$ cat src/rtl/id_ex_stage_if.sv
// ID/EX pipeline-register bus.
// Carries the decoded instruction from the decode stage into the EX slot, the
// flush request from later stages, and returns the registered EX-slot contents,
// the load-use stall request and the saturating stall counter.
//   master : decode side (drives the decoded instruction and flush, observes EX)
//   slave  : the ID/EX register itself
interface id_ex_stage_if;
  // decode side
  logic        inValid;
  logic        regDst, branch, memRead, memToReg, memWrite, aluSrc, regWrite;
  logic [1:0]  aluOp;
  logic [31:0] readData1, readData2, signExtImm, pcPlus4;
  logic [4:0]  rs, rt, rd;
  logic        flush;
  // EX side
  logic        stall;
  logic        exValid;
  logic        exRegDst, exBranch, exMemRead, exMemToReg, exMemWrite, exAluSrc, exRegWrite;
  logic [1:0]  exAluOp;
  logic [31:0] exReadData1, exReadData2, exImm, exPcPlus4;
  logic [4:0]  exRs, exRt, exRd;
  logic [15:0] stallCount;

  modport master (
    output inValid, regDst, branch, memRead, memToReg, memWrite, aluSrc, regWrite,
           aluOp, readData1, readData2, signExtImm, pcPlus4, rs, rt, rd, flush,
    input  stall, exValid, exRegDst, exBranch, exMemRead, exMemToReg, exMemWrite,
           exAluSrc, exRegWrite, exAluOp, exReadData1, exReadData2, exImm, exPcPlus4,
           exRs, exRt, exRd, stallCount
  );

  modport slave (
    input  inValid, regDst, branch, memRead, memToReg, memWrite, aluSrc, regWrite,
           aluOp, readData1, readData2, signExtImm, pcPlus4, rs, rt, rd, flush,
    output stall, exValid, exRegDst, exBranch, exMemRead, exMemToReg, exMemWrite,
           exAluSrc, exRegWrite, exAluOp, exReadData1, exReadData2, exImm, exPcPlus4,
           exRs, exRt, exRd, stallCount
  );
endinterface

$ cat src/rtl/id_ex_stage.sv
// ID/EX pipeline register with load-use hazard detection.
// Ports:
//   clk   : rising-edge clock
//   reset : asynchronous active-high reset, clears the whole EX slot and counter
//   bus   : id_ex_stage_if.slave -- decoded instruction in, EX-slot contents,
//           combinational stall and saturating stallCount out
// A load in EX whose destination is needed by the instruction in decode raises
// stall for one cycle; the bubble it inserts clears exValid and drops the stall.
module id_ex_stage (
  input  logic          clk,
  input  logic          reset,
  id_ex_stage_if.slave  bus
);

  // Control bits packed as {regDst, branch, memRead, memToReg, memWrite, aluSrc, regWrite}
  logic        ex_valid_q, ex_valid_d;
  logic [6:0]  ex_ctl_q,   ex_ctl_d;
  logic [1:0]  ex_alu_op_q, ex_alu_op_d;
  logic [31:0] ex_rd1_q, ex_rd2_q, ex_imm_q, ex_pc4_q;
  logic [4:0]  ex_rs_q, ex_rt_q, ex_rd_q;
  logic [15:0] stall_count_q, stall_count_d;

  logic        stall;
  logic        bubble;
  logic        rt_used;

  // rt is a source only for R-type operands (aluSrc=0) or as store data.
  assign rt_used = ~bus.aluSrc | bus.memWrite;

  assign stall = ex_valid_q & ex_ctl_q[4] & (ex_rt_q != 5'd0) & bus.inValid &
                 ((ex_rt_q == bus.rs) | ((ex_rt_q == bus.rt) & rt_used));

  assign bubble = bus.flush | stall | ~bus.inValid;

  always_comb begin
    ex_valid_d    = 1'b0;
    ex_ctl_d      = 7'd0;
    ex_alu_op_d   = 2'b00;
    stall_count_d = stall_count_q;
    if (!bubble) begin
      ex_valid_d  = 1'b1;
      ex_ctl_d    = {bus.regDst, bus.branch, bus.memRead, bus.memToReg,
                     bus.memWrite, bus.aluSrc, bus.regWrite};
      ex_alu_op_d = bus.aluOp;
    end
    // A flushed cycle is not counted as a stall; saturate instead of wrapping.
    if (stall && !bus.flush && (stall_count_q != 16'hFFFF))
      stall_count_d = stall_count_q + 16'd1;
  end

  always_ff @(posedge clk or posedge reset) begin
    if (reset) begin
      ex_valid_q    <= 1'b0;
      ex_ctl_q      <= 7'd0;
      ex_alu_op_q   <= 2'b00;
      ex_rd1_q      <= 32'd0;
      ex_rd2_q      <= 32'd0;
      ex_imm_q      <= 32'd0;
      ex_pc4_q      <= 32'd0;
      ex_rs_q       <= 5'd0;
      ex_rt_q       <= 5'd0;
      ex_rd_q       <= 5'd0;
      stall_count_q <= 16'd0;
    end else begin
      ex_valid_q    <= ex_valid_d;
      ex_ctl_q      <= ex_ctl_d;
      ex_alu_op_q   <= ex_alu_op_d;
      // Operands always load; in a bubble they are don't-care.
      ex_rd1_q      <= bus.readData1;
      ex_rd2_q      <= bus.readData2;
      ex_imm_q      <= bus.signExtImm;
      ex_pc4_q      <= bus.pcPlus4;
      ex_rs_q       <= bus.rs;
      ex_rt_q       <= bus.rt;
      ex_rd_q       <= bus.rd;
      stall_count_q <= stall_count_d;
    end
  end

  assign bus.stall       = stall;
  assign bus.exValid     = ex_valid_q;
  assign bus.exRegDst    = ex_ctl_q[6];
  assign bus.exBranch    = ex_ctl_q[5];
  assign bus.exMemRead   = ex_ctl_q[4];
  assign bus.exMemToReg  = ex_ctl_q[3];
  assign bus.exMemWrite  = ex_ctl_q[2];
  assign bus.exAluSrc    = ex_ctl_q[1];
  assign bus.exRegWrite  = ex_ctl_q[0];
  assign bus.exAluOp     = ex_alu_op_q;
  assign bus.exReadData1 = ex_rd1_q;
  assign bus.exReadData2 = ex_rd2_q;
  assign bus.exImm       = ex_imm_q;
  assign bus.exPcPlus4   = ex_pc4_q;
  assign bus.exRs        = ex_rs_q;
  assign bus.exRt        = ex_rt_q;
  assign bus.exRd        = ex_rd_q;
  assign bus.stallCount  = stall_count_q;

endmodule
$ cat src/flat_wrapper.sv
// flat-port wrapper written by rule: the top's interface ports become plain ports
module id_ex_stage_flat 
  (clk, reset, bus_inValid, bus_regDst, bus_branch, bus_memRead, bus_memToReg, bus_memWrite, bus_aluSrc, bus_regWrite, bus_aluOp, bus_readData1, bus_readData2, bus_signExtImm, bus_pcPlus4, bus_rs, bus_rt, bus_rd, bus_flush, bus_stall, bus_exValid, bus_exRegDst, bus_exBranch, bus_exMemRead, bus_exMemToReg, bus_exMemWrite, bus_exAluSrc, bus_exRegWrite, bus_exAluOp, bus_exReadData1, bus_exReadData2, bus_exImm, bus_exPcPlus4, bus_exRs, bus_exRt, bus_exRd, bus_stallCount);
  id_ex_stage_if bus_i ();
  input  logic clk;
  input  logic reset;
  input wire logic [$bits(bus_i.inValid)-1:0] bus_inValid;
  input wire logic [$bits(bus_i.regDst)-1:0] bus_regDst;
  input wire logic [$bits(bus_i.branch)-1:0] bus_branch;
  input wire logic [$bits(bus_i.memRead)-1:0] bus_memRead;
  input wire logic [$bits(bus_i.memToReg)-1:0] bus_memToReg;
  input wire logic [$bits(bus_i.memWrite)-1:0] bus_memWrite;
  input wire logic [$bits(bus_i.aluSrc)-1:0] bus_aluSrc;
  input wire logic [$bits(bus_i.regWrite)-1:0] bus_regWrite;
  input wire logic [$bits(bus_i.aluOp)-1:0] bus_aluOp;
  input wire logic [$bits(bus_i.readData1)-1:0] bus_readData1;
  input wire logic [$bits(bus_i.readData2)-1:0] bus_readData2;
  input wire logic [$bits(bus_i.signExtImm)-1:0] bus_signExtImm;
  input wire logic [$bits(bus_i.pcPlus4)-1:0] bus_pcPlus4;
  input wire logic [$bits(bus_i.rs)-1:0] bus_rs;
  input wire logic [$bits(bus_i.rt)-1:0] bus_rt;
  input wire logic [$bits(bus_i.rd)-1:0] bus_rd;
  input wire logic [$bits(bus_i.flush)-1:0] bus_flush;
  output wire logic [$bits(bus_i.stall)-1:0] bus_stall;
  output wire logic [$bits(bus_i.exValid)-1:0] bus_exValid;
  output wire logic [$bits(bus_i.exRegDst)-1:0] bus_exRegDst;
  output wire logic [$bits(bus_i.exBranch)-1:0] bus_exBranch;
  output wire logic [$bits(bus_i.exMemRead)-1:0] bus_exMemRead;
  output wire logic [$bits(bus_i.exMemToReg)-1:0] bus_exMemToReg;
  output wire logic [$bits(bus_i.exMemWrite)-1:0] bus_exMemWrite;
  output wire logic [$bits(bus_i.exAluSrc)-1:0] bus_exAluSrc;
  output wire logic [$bits(bus_i.exRegWrite)-1:0] bus_exRegWrite;
  output wire logic [$bits(bus_i.exAluOp)-1:0] bus_exAluOp;
  output wire logic [$bits(bus_i.exReadData1)-1:0] bus_exReadData1;
  output wire logic [$bits(bus_i.exReadData2)-1:0] bus_exReadData2;
  output wire logic [$bits(bus_i.exImm)-1:0] bus_exImm;
  output wire logic [$bits(bus_i.exPcPlus4)-1:0] bus_exPcPlus4;
  output wire logic [$bits(bus_i.exRs)-1:0] bus_exRs;
  output wire logic [$bits(bus_i.exRt)-1:0] bus_exRt;
  output wire logic [$bits(bus_i.exRd)-1:0] bus_exRd;
  output wire logic [$bits(bus_i.stallCount)-1:0] bus_stallCount;
  assign bus_i.inValid = bus_inValid;
  assign bus_i.regDst = bus_regDst;
  assign bus_i.branch = bus_branch;
  assign bus_i.memRead = bus_memRead;
  assign bus_i.memToReg = bus_memToReg;
  assign bus_i.memWrite = bus_memWrite;
  assign bus_i.aluSrc = bus_aluSrc;
  assign bus_i.regWrite = bus_regWrite;
  assign bus_i.aluOp = bus_aluOp;
  assign bus_i.readData1 = bus_readData1;
  assign bus_i.readData2 = bus_readData2;
  assign bus_i.signExtImm = bus_signExtImm;
  assign bus_i.pcPlus4 = bus_pcPlus4;
  assign bus_i.rs = bus_rs;
  assign bus_i.rt = bus_rt;
  assign bus_i.rd = bus_rd;
  assign bus_i.flush = bus_flush;
  assign bus_stall = bus_i.stall;
  assign bus_exValid = bus_i.exValid;
  assign bus_exRegDst = bus_i.exRegDst;
  assign bus_exBranch = bus_i.exBranch;
  assign bus_exMemRead = bus_i.exMemRead;
  assign bus_exMemToReg = bus_i.exMemToReg;
  assign bus_exMemWrite = bus_i.exMemWrite;
  assign bus_exAluSrc = bus_i.exAluSrc;
  assign bus_exRegWrite = bus_i.exRegWrite;
  assign bus_exAluOp = bus_i.exAluOp;
  assign bus_exReadData1 = bus_i.exReadData1;
  assign bus_exReadData2 = bus_i.exReadData2;
  assign bus_exImm = bus_i.exImm;
  assign bus_exPcPlus4 = bus_i.exPcPlus4;
  assign bus_exRs = bus_i.exRs;
  assign bus_exRt = bus_i.exRt;
  assign bus_exRd = bus_i.exRd;
  assign bus_stallCount = bus_i.stallCount;
  id_ex_stage u_core (.clk(clk), .reset(reset), .bus(bus_i));
endmodule
$ cat config.mk
export PLATFORM = sky130hd
export DESIGN_NAME = id_ex_stage_flat
export DESIGN_NICKNAME = d
export VERILOG_FILES = /design/src/rtl/id_ex_stage_if.sv /design/src/rtl/id_ex_stage.sv /design/src/flat_wrapper.sv
export SDC_FILE = /design/constraint.sdc
export NUM_CORES = 1
export LEC_CHECK = 0
export ABC_AREA = 1
export BUFFER_PORTS_ARGS = -buffer_cell sky130_fd_sc_hd__buf_2
export CORE_AREA = 2 2 127 129
export CTS_CLUSTER_SIZE = 10
export DETAILED_ROUTE_END_ITERATION = 8
export DIE_AREA = 0 0 129 131
export PLACE_DENSITY_LB_ADDON = 0.12
export SKIP_LAST_GASP = 1
export SLEW_MARGIN = 40
export SYNTH_ARGS = -nofsm -noshare
export SYNTH_HDL_FRONTEND = slang
export SYNTH_SLANG_ARGS = --single-unit
$ cat constraint.sdc
create_clock -name clk -period 5.67 [get_ports clk]
set_input_delay 1.4175 -clock clk [delete_from_list [all_inputs] [get_ports clk]]
set_output_delay 1.4175 -clock clk [all_outputs]
set_load 0.02 [all_outputs]
## After elaboration in Yosys (flattened, before gate mapping)

Cells that the tools add are included.

- Register bits after elaboration: 169
- Bits of input ports: 156
- Output and inout bits: 170
- Logic and storage cells: 33

- $add $sub $neg: 1
- Equal/unequal tests: 3
- Muxes and demuxes: 3
- Bitwise gates (word level): 11
- Reductions and logical operators: 4

Operator list:

| kind | count |
|---|---|
| $add A16 B1 Y16 const B | 1 |
| $ne A16 B16 Y1 const B | 1 |
| $eq A5 B5 Y1 | 2 |
| $mux W7 | 1 |
| $and A1 B1 Y1 | 5 |
| $reduce_bool A5 Y1 | 1 |
| $or A1 B1 Y1 | 4 |
| $logic_and A1 B1 Y1 | 2 |
| $mux W2 | 1 |
| $not A1 Y1 | 2 |
| $logic_not A1 Y1 | 1 |
| $mux W1 | 1 |

## Longest topological paths before layout

Gate-level depths: netlist (run 1).

- Depth in word-level cells: 8
- Mapped depth: 11
- Gate-level depth less buffers: 10

## Worst setup path before layout (run 1)

OpenSTA, ideal clock, no wires.

- Kind: input to output
- Start point: input bus_rs[3]
- End point: output bus_stall
- Arrival: 2.020 ns
- Data required time: 4.253 ns
- Slack: 2.233 ns
- Stages on the path: 8
- Buffers on the path: 0
- Cell sequence: inv_1 -> nand2_1 -> nand2_1 -> nor2_1 -> nand3_1 -> nand2_2 -> nand2_1 -> inv_1

- Word-level cells in the longest chain between the ends: 3

RTL lines:

| what | RTL line | text |
|---|---|---|
| start: declaration | flat_wrapper.sv:20 | `input wire logic [$bits(bus_i.rs)-1:0] bus_rs;` |
| $eq A5 B5 Y1 | id_ex_stage.sv:31 | `((ex_rt_q == bus.rs) \| ((ex_rt_q == bus.rt) & rt_used));` |
| $or A1 B1 Y1 | id_ex_stage.sv:31 |  |
| $and A1 B1 Y1 | id_ex_stage.sv:30 | `assign stall = ex_valid_q & ex_ctl_q[4] & (ex_rt_q != 5'd0) & bus.inValid &` |
| end: declaration | flat_wrapper.sv:24 | `output wire logic [$bits(bus_i.stall)-1:0] bus_stall;` |

Every way passes these cells.

## Final worst setup path (run 1)

- Start point: input bus_rs[2]
- End point: output bus_stall

Same word-level chain as after synthesis.

==> results of run 1 <==
sequential cells by signal, indices dropped and copies added (netlist names), 2 cells and up:
signal                  flops
u_core.bus.exImm           32
u_core.bus.exReadData1     32
u_core.bus.exRd             5
u_core.bus.exAluOp          2
u_core.bus.exRs             5
u_core.bus.exReadData2     32
u_core.bus.exPcPlus4       32
u_core.bus.stallCount      16
u_core.ex_ctl_q             7
u_core.bus.exRt             5
final timing paths:
kind,depth (start not counted),end,slack (ns),start
worst max register to register,9,u_core.bus.stallCount[5],4.00,u_core.bus.stallCount[0]
worst min-delay path,2,u_core.bus.stallCount[8],0.55,u_core.bus.stallCount[8]
worst min register to register,2,u_core.bus.stallCount[8],0.55,u_core.bus.stallCount[8]
worst max-delay path,10,bus_stall,1.92,bus_rs[2]
max in group asynchronous,3,u_core.bus.exImm[0],3.73,reset
min in group asynchronous,2,u_core.bus.exReadData1[25],0.97,reset
kinds of logic after synthesis:
kind of cell	count (synthesis)	synth area share, %
xor+xnor	15	2.567
fa+ha+maj	1	0.2445
buf+inv	38	3.081
flops	169	82.64
simple gates	135	11.47
layer usage:
layer / routed length (um) / share of wire (%) / global-route usage (%) / up-vias
met2: 7575 / 51 / 30.53 / 184
met3: 1303 / 8.8 / 6.759 / 26
met1: 5520 / 37 / 19.11 / 1801
li1: - / - / - / 1774
met5: 13 / 0.088 / 0 / -
met4: 354 / 2.4 / 7.673 / 2
final cells by class:
cell class                      count  area, um^2  area share, %
Multi-Input combinational cell    151       730.7          9.621
Sequential cell                   169        4229          55.68
Tap cell                          216       270.3          3.558
Timing Repair Buffer              327        1674          22.04
Antenna cell                        1       2.502        0.03295
Inverter                           36       138.9          1.829
Clock buffer                       18       439.2          5.783
Clock inverter                     13       110.1          1.450
power breakdown:
part / internal (mW) / total [mW] / switching, mW
logic: 0.0840 / 0.234 / 0.150
clock network: 0.583 / 1.08 / 0.499
registers: 1.26 / 1.28 / 0.0161
cell usage in the layout, fill, tap and decap left out, types with 4 or more instances in the layout:
cell                        instances
sky130_fd_sc_hd__buf_2            325
sky130_fd_sc_hd__clkbuf_16         17
sky130_fd_sc_hd__dfrtp_1          169
sky130_fd_sc_hd__inv_1             30
sky130_fd_sc_hd__inv_2              5
sky130_fd_sc_hd__inv_6              5
sky130_fd_sc_hd__nand2_1           87
sky130_fd_sc_hd__nand3_1           10
sky130_fd_sc_hd__nor2_1            23
sky130_fd_sc_hd__nor3_1             4
sky130_fd_sc_hd__xnor2_1            6
sky130_fd_sc_hd__xor2_1             9
synthesized netlist by cell type, types with 2 or more instances:
master	count	share of area [%]
sky130_fd_sc_hd__inv_1	31	2.3
sky130_fd_sc_hd__nor2_1	23	1.7
sky130_fd_sc_hd__nand2_2	2	0.24
sky130_fd_sc_hd__nand4_1	3	0.37
sky130_fd_sc_hd__nor3_1	4	0.39
sky130_fd_sc_hd__buf_6	2	0.44
sky130_fd_sc_hd__inv_2	5	0.37
sky130_fd_sc_hd__xnor2_1	6	1.0
sky130_fd_sc_hd__nand2_1	87	6.4
sky130_fd_sc_hd__dfrtp_1	169	83
sky130_fd_sc_hd__xor2_1	9	1.5
sky130_fd_sc_hd__nand3_1	10	0.98
through the flow:
step | hold WS [ns] | util, % | cells | power, mW | worst slack [ns]
floorplan | 0.6176 | - | 358 | 1.405 | 2.098
global placement | 0.5226 | 44.98 | 898 | 1.532 | 1.936
detailed placement | 0.5394 | 44.98 | 898 | 1.535 | 1.918
CTS | 0.5597 | 48.50 | 929 | 2.629 | 1.915
global route | 0.5967 | 48.69 | 931 | 2.696 | 1.774
finish | 0.5519 | 48.69 | 931 | 2.591 | 1.916
critical path, stage by stage:
cell and delay (ns):
sky130_fd_sc_hd__buf_2 0.11, sky130_fd_sc_hd__inv_1 0.05, sky130_fd_sc_hd__nand2_1 0.05, sky130_fd_sc_hd__nand2_1 0.04, sky130_fd_sc_hd__nor2_1 0.10, sky130_fd_sc_hd__nand3_1 0.12, sky130_fd_sc_hd__nand2_2 0.14, sky130_fd_sc_hd__nand2_1 0.09
sky130_fd_sc_hd__inv_1 0.06, sky130_fd_sc_hd__buf_2 0.16
==> impl.org, run 1 <==
** Clock network
- Clock-pin slew was measured on the worst setup and hold paths at 0.07 ns.
- At the later pin of the worst-skew pair, clock insertion delay measures 0.42 ns.
- Counting along the longest clock path gives a buffer depth of 2.
- Number of gates resized after cts :: 0
- TritonCTS clock tree :: done
- Counting the buffers created by CTS gives 17.
- The number of hold buffers added after CTS was 0.
- CTS saw ~170 sinks.
- The tree is rooted in a sky130_fd_sc_hd__clkbuf_16.
- The H-tree was split into 4 levels.
- In this run the post-CTS setup repair buffer count came out at 0.

** Logic synthesis
- The number of nets handed over by synthesis was 515.
- The netlist uses 19 different library cells.
- Synthesized area :: 0.005117 mm^2
- Sequential cells were found to cover approximately 83% of the synthesized design area.
- After synthesis, the share of flip-flops with an asynchronous set or reset is 100.0%.
- Register bit total from synthesis :: 169
- Among all flip-flop cells after synthesis, the most frequent one is sky130_fd_sc_hd__dfrtp_1.
- Synthesis produced a netlist whose cell count is 358.
- During synthesis, Yosys emitted a total of 0 warnings.
- EDFF count, synth :: 0
- A synthesized cell averages 14.29 um^2.

** STA
- Of the available clock period, the critical path in the final layout requires 66.21%.
- Setup total negative slack on the finished layout was measured at 0 ns.
- Headroom to the max-slew limit came out at between 50 and 60%.
- On the final layout, the worst clock skew is just under 0.007 ns.
- The number of endpoints with negative hold slack in the final report is 0.
- Unrepaired setup endpoints after global routing :: false
- Based on the critical path, the design can be clocked at up to approximately 270 MHz.
- Endpoints failing setup :: 0
- The final max-slew violation count was 0.
- For the finished layout, the period the worst path requires is between 3 and 4 ns.
- For the pin with the worst max-slew slack, the measured transition is between 0.6 and 0.7 ns.

** Job
- Max-cap violations in this run came to 0.

** Routing
- Number of iterations in the first detailed-routing pass :: 4
- Avg Vias per Cell :: 4.068
- Wire per inst :: around 16 um
- Via count :: between 3,000 and 4,000
- Summed over all layers, the routed wires come to 14.77 mm.
- The count of nets left with antenna violations once routing finished came out at 0.
- For this run, design rule violations remaining after detail routing come to 0.
- The detailed router finished its first iteration with approximately 150 violations.

** Placed design
- The congestion estimate from routability-driven global placement came to 0.8539.
- Port buffering added about 330 buffers.
- DPL Wire Length :: 11.54 mm
- After detailed placement, the total cell area comes to between 0.007 and 0.008 mm^2.

** Outcome
- Result of the run :: finished, final reports clean

** Global routing
- For this run, the total global-route usage over all layers was measured as between 10% and 20%.
- Global-route wire length before repair :: 21.63 mm
- Global routing finished with a remaining overflow of 0.
- Largest net degree at the start of global routing :: between 100 and 150
- Via count of the first global-routing pass :: 3,911
- Number of antenna violations at the first check in global routing :: 3

** Worst setup path
- The worst setup path is launched from a primary input.
- Highest fanout seen on the critical path :: 3
- Worst setup EP type :: primary output
- For the worst setup path, the data required time is 4.25 ns.
- Data arrival time at the worst-slack endpoint :: 2.34 ns
- The critical path in this run is classified as primary input to primary output.

** Floorplanning
- The die covers 0.01690 mm^2.
- Total number of placement rows :: 46
- Measured along the y axis, the die boundary spans approximately 130 um.
- Number of ports placed on the die boundary :: 326
- The floorplan step defined a core boundary enclosing 0.01560 mm^2.
- Starting utilization of the core area :: 32.81%
- Die Width :: about 130 um

** Pwr
- PD cells :: 341.2 mW/mm^2
- For this design the static power due to leakage is 4.169 nW.
- Across the VDD grid, the largest voltage drop is 0.0001810 V.

** Layout
- Fraction of layout instances using a drive strength above 1 :: 51.96%
- The area growth from synthesis to layout is 48.41%.
- For this run, the post-layout net count is 859.
- The finished cells cover about 0.0076 mm^2.
- Count of fill cells added during filler insertion :: 1,450

** Min path
- The worst hold path belongs to the class register to register.
(Power assumes the default switching activity.)
==> inputs of run 2 (changes only) <==
- CORE_AREA: 2 2 127 129 -> 2 2 128 130
- DIE_AREA: 0 0 129 131 -> 0 0 130 132
- clock period: 5.67 -> 3.6 ns (I/O delays scaled with it)
==> run 2 against run 1 <==
- cell count increased by 0.11%
- sequential power increased by 57%
- power increased by 67%
- via count increased by 0.71%
- combinational power increased by 56%
- sequential cell count unchanged
==> impl.org, run 2 (synthesized netlist as in run 1, its figures left out) <==
** Global routing
- Met1 track demand over resource in global routing :: roughly a fifth
- In the global route stage, met3 resource usage came out at 6.128%.
- Global-route wire length before repair :: 21.91 mm
- Entering global routing, the biggest net connects 94 pins.
- The initial antenna violation count is 2.
- Total global routing overflow :: 0
- Busiest layer in global routing :: met2
- In the global route stage, met2 resource usage came out at 29.09%.
- Global routing usage summed across all routing layers :: between 10% and 20%
- Via count of the first global-routing pass :: 3,998

** STA
- Headroom to the max-slew limit came out at 60.46%.
- Setup repair after global routing left no endpoint under its margin.
- Post-route clock skew :: 0.004793 ns
- Min Tclk post-route :: 2.677 ns
- Worst Max-Slew Pin Slew :: roughly 0.59 ns
- Final critical-path share of the clock period :: 74.36%
- Sum of negative setup slack :: 0 ns
- The final max-slew violation count is 0.
- Static timing analysis puts the maximum clock frequency at 373.5 MHz.
- Final Hold Violating Endpoints :: 0
- Setup slack on the critical path of the routed design comes to 0.9229 ns.
- Setup violations remaining at the end of the flow were counted as 0.

** Routing
- Summing over every cut layer, the via total after detailed routing is between 3,000 and 4,000.
- For this block, the routed nets add up to 14.39 mm of wire.
- In the routed layout, each cell is associated on average with a via count of slightly above 4.
- In the routed design, unresolved DRC markers number 0.
- Wire per inst :: 15.44 um
- ANT nets after route :: 0
- The first routing iteration left approximately 140 violations.
- For this run, the detailed router's first-pass iteration total came to 5.

** Floorplanning
- The region available for standard cell placement spans 0.01571 mm^2.
- Number of ports placed on the die boundary :: 326
- Die Width :: 130 um
- Starting utilization of the core area :: 32.57%
- Die area :: 0.01716 mm^2
- From bottom edge to top edge, the die measures 132 um.
- The floorplan has 46 rows.

** Outcome
- Result of the run :: finished, final reports clean

** Layout
- Area overhead of the layout relative to synthesis :: 49.76%
- Across the whole layout, storage elements account for 0.004229 mm^2.
- Area of combinational cells with multiple inputs :: about 730 um^2
- Count of fill cells added during filler insertion :: 1,456
- Most frequent cells in the layout :: sky130_fd_sc_hd__buf_2, sky130_fd_sc_hd__dfrtp_1, sky130_fd_sc_hd__nand2_1, sky130_fd_sc_hd__inv_1, sky130_fd_sc_hd__nor2_1
- Fraction of layout instances using a drive strength above 1 :: 51.96%
- Leaving out fill and tap cells, the most frequent cell in the layout is sky130_fd_sc_hd__buf_2.
- Final-stage net count :: 860

** Worst setup path
- The worst setup path is captured at a primary output.
- In this run the register-to-register setup slack is 1.93 ns.
- CP cell instances :: buf_2 -> inv_1 -> nand2_1 -> nand2_1 -> nor2_1 -> nand3_1 -> nand2_2 -> nand2_1 -> inv_1 -> buf_2
- Startpoint type of the worst setup path :: primary input
- Reg2reg path depth :: 9
- Data arrival time at the worst-slack endpoint :: 1.78 ns
- In this design, the critical path's most frequently occurring cell is sky130_fd_sc_hd__nand2_1.
- Highest fanout seen on the critical path :: 3
- Highest cell delay on the worst timing path :: 0.16 ns
- Capture instance of the worst register-to-register path :: u_core.bus.stallCount[5]
- Slowest-stage cell, CP :: sky130_fd_sc_hd__buf_2
- Worst endpoint required time :: 2.70 ns
- Origin of the critical flop-to-flop path :: u_core.bus.stallCount[0]
- Path type of the worst setup path :: primary input to primary output

** Clock network
- Inserted Clock Buffers :: 17
- The clock passes through at most 2 buffers.
- In this run the clock root is driven by a sky130_fd_sc_hd__clkbuf_16.
- Number of buffers inserted for hold repair after clock tree synthesis :: 0
- Clock input transition at the sequential cells of the worst setup and hold paths :: 0.06 ns
- Number of gates resized after cts :: 0
- Clock Latency Late Sink :: between 0.4 and 0.5 ns
- Clock sink total :: between 150 and 200
- Setup Fix Bufs, Post-CTS :: 0
- TritonCTS built the clock tree.
- The H-tree generated during clock tree synthesis spans 4 levels.

** Job
- Max-cap violations in this run came to 0.

** Placed design
- Buffers added on ports :: 325
- Timing analysis after detailed placement gives a worst setup slack of 0.9240 ns.
- Final weighted congestion in routability-driven placement :: 0.8543
- The HPWL after detailed placement is 11.35 mm.

** Pwr
- Summed over all cells, the static leakage comes to 4.197 nW.
- Across the VDD grid, the largest voltage drop is 0.0003189 V.
- PD cells :: 563.3 mW/mm^2

** Min path
- Along the worst hold path, the cell count comes to 2.
- The startpoint identified for the worst hold timing path is u_core.bus.stallCount[8].
- For hold timing, the worst endpoint is u_core.bus.stallCount[8].
- Class of the tightest hold or removal check :: register to register
run 2: power breakdown:
group          switching, mW  internal [mW]  total, mW
combinational          0.234          0.131      0.365
clock                  0.755           1.19       1.94
sequential            0.0251           1.98       2.01
run 2: metrics by stage:
step                instances  hold slack, ns  cell area (um^2)  power, mW  util, %
global route              931          0.5536              7661      4.493    48.76
CTS                       930          0.5461              7659      4.373    48.74
finish                    932          0.5444              7664      4.317    48.77
floorplan                 358          0.6176              5121      2.213        -
global placement          900          0.5213              7030      2.415    44.74
detailed placement        900          0.5317              7030      2.419    44.74
run 2: cell type report:
cell class	count	share of cell area, %
Tap cell	216	3.527
Clock buffer	18	5.731
Clock inverter	12	2.465
Multi-Input combinational cell	151	9.535
Sequential cell	169	55.18
Inverter	36	1.812
Timing Repair Buffer	328	21.68
Antenna cell	2	0.06531
run 2: worst max-delay path by stage:
stage | from | endpoint | depth (start not counted)
final | bus_rs[3] | bus_stall | 10
after floorplan | reset | u_core.bus.exAluOp[0] | 1
after detailed placement | bus_rs[3] | bus_stall | 10
after CTS | bus_rs[3] | bus_stall | 10
after global routing | bus_rs[0] | bus_stall | 10
after global placement | bus_rs[3] | bus_stall | 10
run 2: routing by layer:
metal | vias up | wire length, um
met3 | 26 | 1226
met5 | - | 0
met4 | 0 | 361
met2 | 189 | 7356
met1 | 1827 | 5447
li1 | 1772 | -
run 2: critical path, delay by kind of cell:
family | cells | cell delay, ns
buffers and inverters | 4 | 0.35
and+or+nand+nor | 6 | 0.51
==> inputs of run 3 (changes only) <==
- CORE_AREA: 2 2 128 130 -> 2 2 127 129
- DIE_AREA: 0 0 130 132 -> 0 0 129 131
- clock period: 3.6 -> 2.37 ns (I/O delays scaled with it)
==> run 3 against run 2 <==
- via count is 1.1% lower
- largest power group unchanged
- sequential cell count stayed put
- die area is 1.5% lower
==> impl.org, run 3 (synthesized netlist as in run 1, its figures left out) <==
** STA
- Minimum setup slack in the final design :: 0.09271 ns
- Setup total negative slack on the finished layout was measured at 0 ns.
- The number of endpoints with negative hold slack in the final report is 0.
- Headroom to the max-slew limit came out at approximately 62%.
- The smallest clock period supported by the final layout is computed as ~2.3 ns.
- Setup violations remaining at the end of the flow were counted as 0.
- Final critical-path share of the clock period :: 96.09%
- Maximum frequency from static timing analysis :: 439.1 MHz
- Worst Max-Slew Pin Slew :: 0.5638 ns
- The final max-slew violation count was 0.
- On the final layout, the worst clock skew is roughly 0.01 ns.
- Setup repair after global routing left no endpoint under its margin.

** Routing
- ANT nets after route :: 0
- For this run, design rule violations remaining after detail routing come to 0.
- In the routed layout, each cell is associated on average with a via count of 4.034.
- The detailed router finished its first iteration with 153 violations.
- Post-Route WL :: about 15 mm
- Wire per inst :: 15.59 um
- Number of iterations in the first detailed-routing pass :: 4
- Via count :: around 3,800

** Clock network
- Buffer depth of the longest clock path :: 2
- For this design, the sink count on the clock tree is between 150 and 200.
- Root buffer cell :: sky130_fd_sc_hd__clkbuf_16
- TritonCTS clock tree :: done
- Clock input transition at the sequential cells of the worst setup and hold paths :: 0.07 ns
- The H-tree was split into 4 levels.
- Hold repair after CTS inserted 0 buffers.
- Buffers inserted during clock tree synthesis total 17.
- Clock Latency Late Sink :: around 0.42 ns

** Pwr
- IR analysis of the VDD net gives a maximum drop of 0.0004495 V.
- Summed over all cells, the static leakage comes to 4.188 nW.
- PD cells :: 829.3 mW/mm^2
- After layout, the design draws a total of 6.343 mW.

** Placed design
- The wire-length estimate of the detail-placed layout is 11.48 mm.
- Routability-driven placement finished with a final weighted congestion of 0.8464.
- Buffers added on ports :: 325
- Pre-CTS setup slack :: ~0.29 ns
- Placement Cell Area :: 0.007036 mm^2

** Global routing
- Total global routing overflow :: 0
- Global-route wire length before repair :: 21.74 mm
- Global routing usage summed across all routing layers :: 17.69%
- The number of global-route vias before repair came to 3,987.
- Entering global routing, the biggest net connects 111 pins.
- Number of antenna violations at the first check in global routing :: 3

** Layout
- Measured on the finished design, the core utilization comes to 49.04%.
- Summing all non-filler instances in the final layout gives an area of 0.007649 mm^2.
- Area of combinational cells with multiple inputs :: 730.7 um^2
- In the final layout, the share of cells above drive strength 1 is 52.02%.
- Most common library cell in the layout ignoring fill and taps :: sky130_fd_sc_hd__buf_2
- After filler insertion, the fill cell instance count of the layout stands at between 1,000 and 1,500.
- Final-stage net count :: 861
- Sequential cell area in the final layout :: between 0.004 and 0.005 mm^2
- Area overhead of the layout relative to synthesis :: 49.46%
- Most frequent cells in the layout :: sky130_fd_sc_hd__buf_2, sky130_fd_sc_hd__dfrtp_1, sky130_fd_sc_hd__nand2_1, sky130_fd_sc_hd__inv_1, sky130_fd_sc_hd__nor2_1

** Floorplanning
- The floorplan step defined a die boundary enclosing 0.01690 mm^2.
- Placeable core region :: ~0.016 mm^2
- From left edge to right edge, the die measures 129 um.
- Once the floorplan was initialized, standard cells occupied 32.81% of the core.
- The initialized floorplan defines 46 standard-cell rows.
- The die is roughly 130 um tall.
- 326 I/O pins were placed.

** Worst setup path
- The number of cells on the worst reg-to-reg path is 9.
- Data arrives at the worst endpoint at 1.68 ns.
- Capture instance of the worst register-to-register path :: u_core.bus.stallCount[12]
- At the worst endpoint, the required time is 1.78 ns.
- Critical path launch point :: u_core.bus.exRt[3]
- Highest fanout seen on the critical path :: 4
- Worst setup EP type :: primary output
- Origin of the critical flop-to-flop path :: u_core.bus.stallCount[0]
- Reg2Reg Setup Slack :: 0.70 ns
- End point of the critical path :: bus_stall
- The critical path in this run is classified as register to primary output.
- Startpoint type of the worst setup path :: register

** Job
- Across the run, the number of max-cap violations was 0.

** Outcome
- The flow ran to the end, and the final reports show no timing, DRC or antenna violations.

** Min path
- The worst hold path belongs to the class primary input to register.
-- run 3: cell types whose count changed in the layout (fill, tap and decap cells not counted), sizes merged --
| cell | change |
|---|---|
| buf | +1 |
| bufinv | -3 |
| clkbuf | +2 |
| clkinv | +4 |
| inv | -1 |
-- run 3: how the worst min path moves through the flow --
stage / startpoint / end / cells after the start
2_1_floorplan: u_core.bus.stallCount[8] / u_core.bus.stallCount[8] / 2
3_5_place_dp: u_core.bus.stallCount[8] / u_core.bus.stallCount[8] / 2
6_report: bus_signExtImm[14] / u_core.bus.exImm[14] / 1
4_1_cts: bus_readData1[26] / u_core.bus.exReadData1[26] / 1
5_1_grt: bus_readData1[23] / u_core.bus.exReadData1[23] / 1
3_3_place_gp: u_core.bus.stallCount[1] / u_core.bus.stallCount[1] / 2
-- run 3: power by group --
group          internal [mW]  leakage [nW]  switching (mW)
clock                   1.54         0.284            1.19
sequential              3.01          2.02          0.0380
combinational          0.202          1.88           0.358
total                   4.75          4.19            1.59
-- run 3: routing by layer --
metal  vias up  part of all wire (%)  GRT usage, %
li1       1776                     -             -
met1      1781                    37         19.70
met2       187                    52         30.41
met3        26                   8.6         6.311
met4         2                   2.3         8.440
met5         -                 0.075             0
-- run 3: final cells by class --
type	instances	area share, %
diodes	2	0.06543
inverters	36	1.816
multi-input cells	151	9.553
clock inverters	12	1.783
clock buffers	20	5.971
repair buffers	329	21.99
flip-flops and latches	169	55.29
well taps	216	3.533
-- run 3: metrics by stage --
stage / hold slack (ns) / std cells
floorplan: 0.6176 / 358
global placement: 0.5214 / 899
detailed placement: 0.5419 / 899
CTS: 0.2447 / 931
global route: 0.2394 / 935
finish: 0.2670 / 935
-- run 3: worst max-delay path: stages (launching register included) --
cell,delay [ns]
sky130_fd_sc_hd__dfrtp_1,0.44
sky130_fd_sc_hd__inv_2,0.08
sky130_fd_sc_hd__nand2_1,0.06
sky130_fd_sc_hd__nand2_1,0.05
sky130_fd_sc_hd__nor2_1,0.10
sky130_fd_sc_hd__nand3_1,0.12
sky130_fd_sc_hd__nand2_2,0.13
sky130_fd_sc_hd__nand2_1,0.07
sky130_fd_sc_hd__inv_1,0.05
sky130_fd_sc_hd__buf_2,0.16
-- run 3: repair_timing --
action	4_1_cts	5_1_grt
buffers inserted	0	2
endpoints found under the setup margin	0	1
resized for setup	0	0
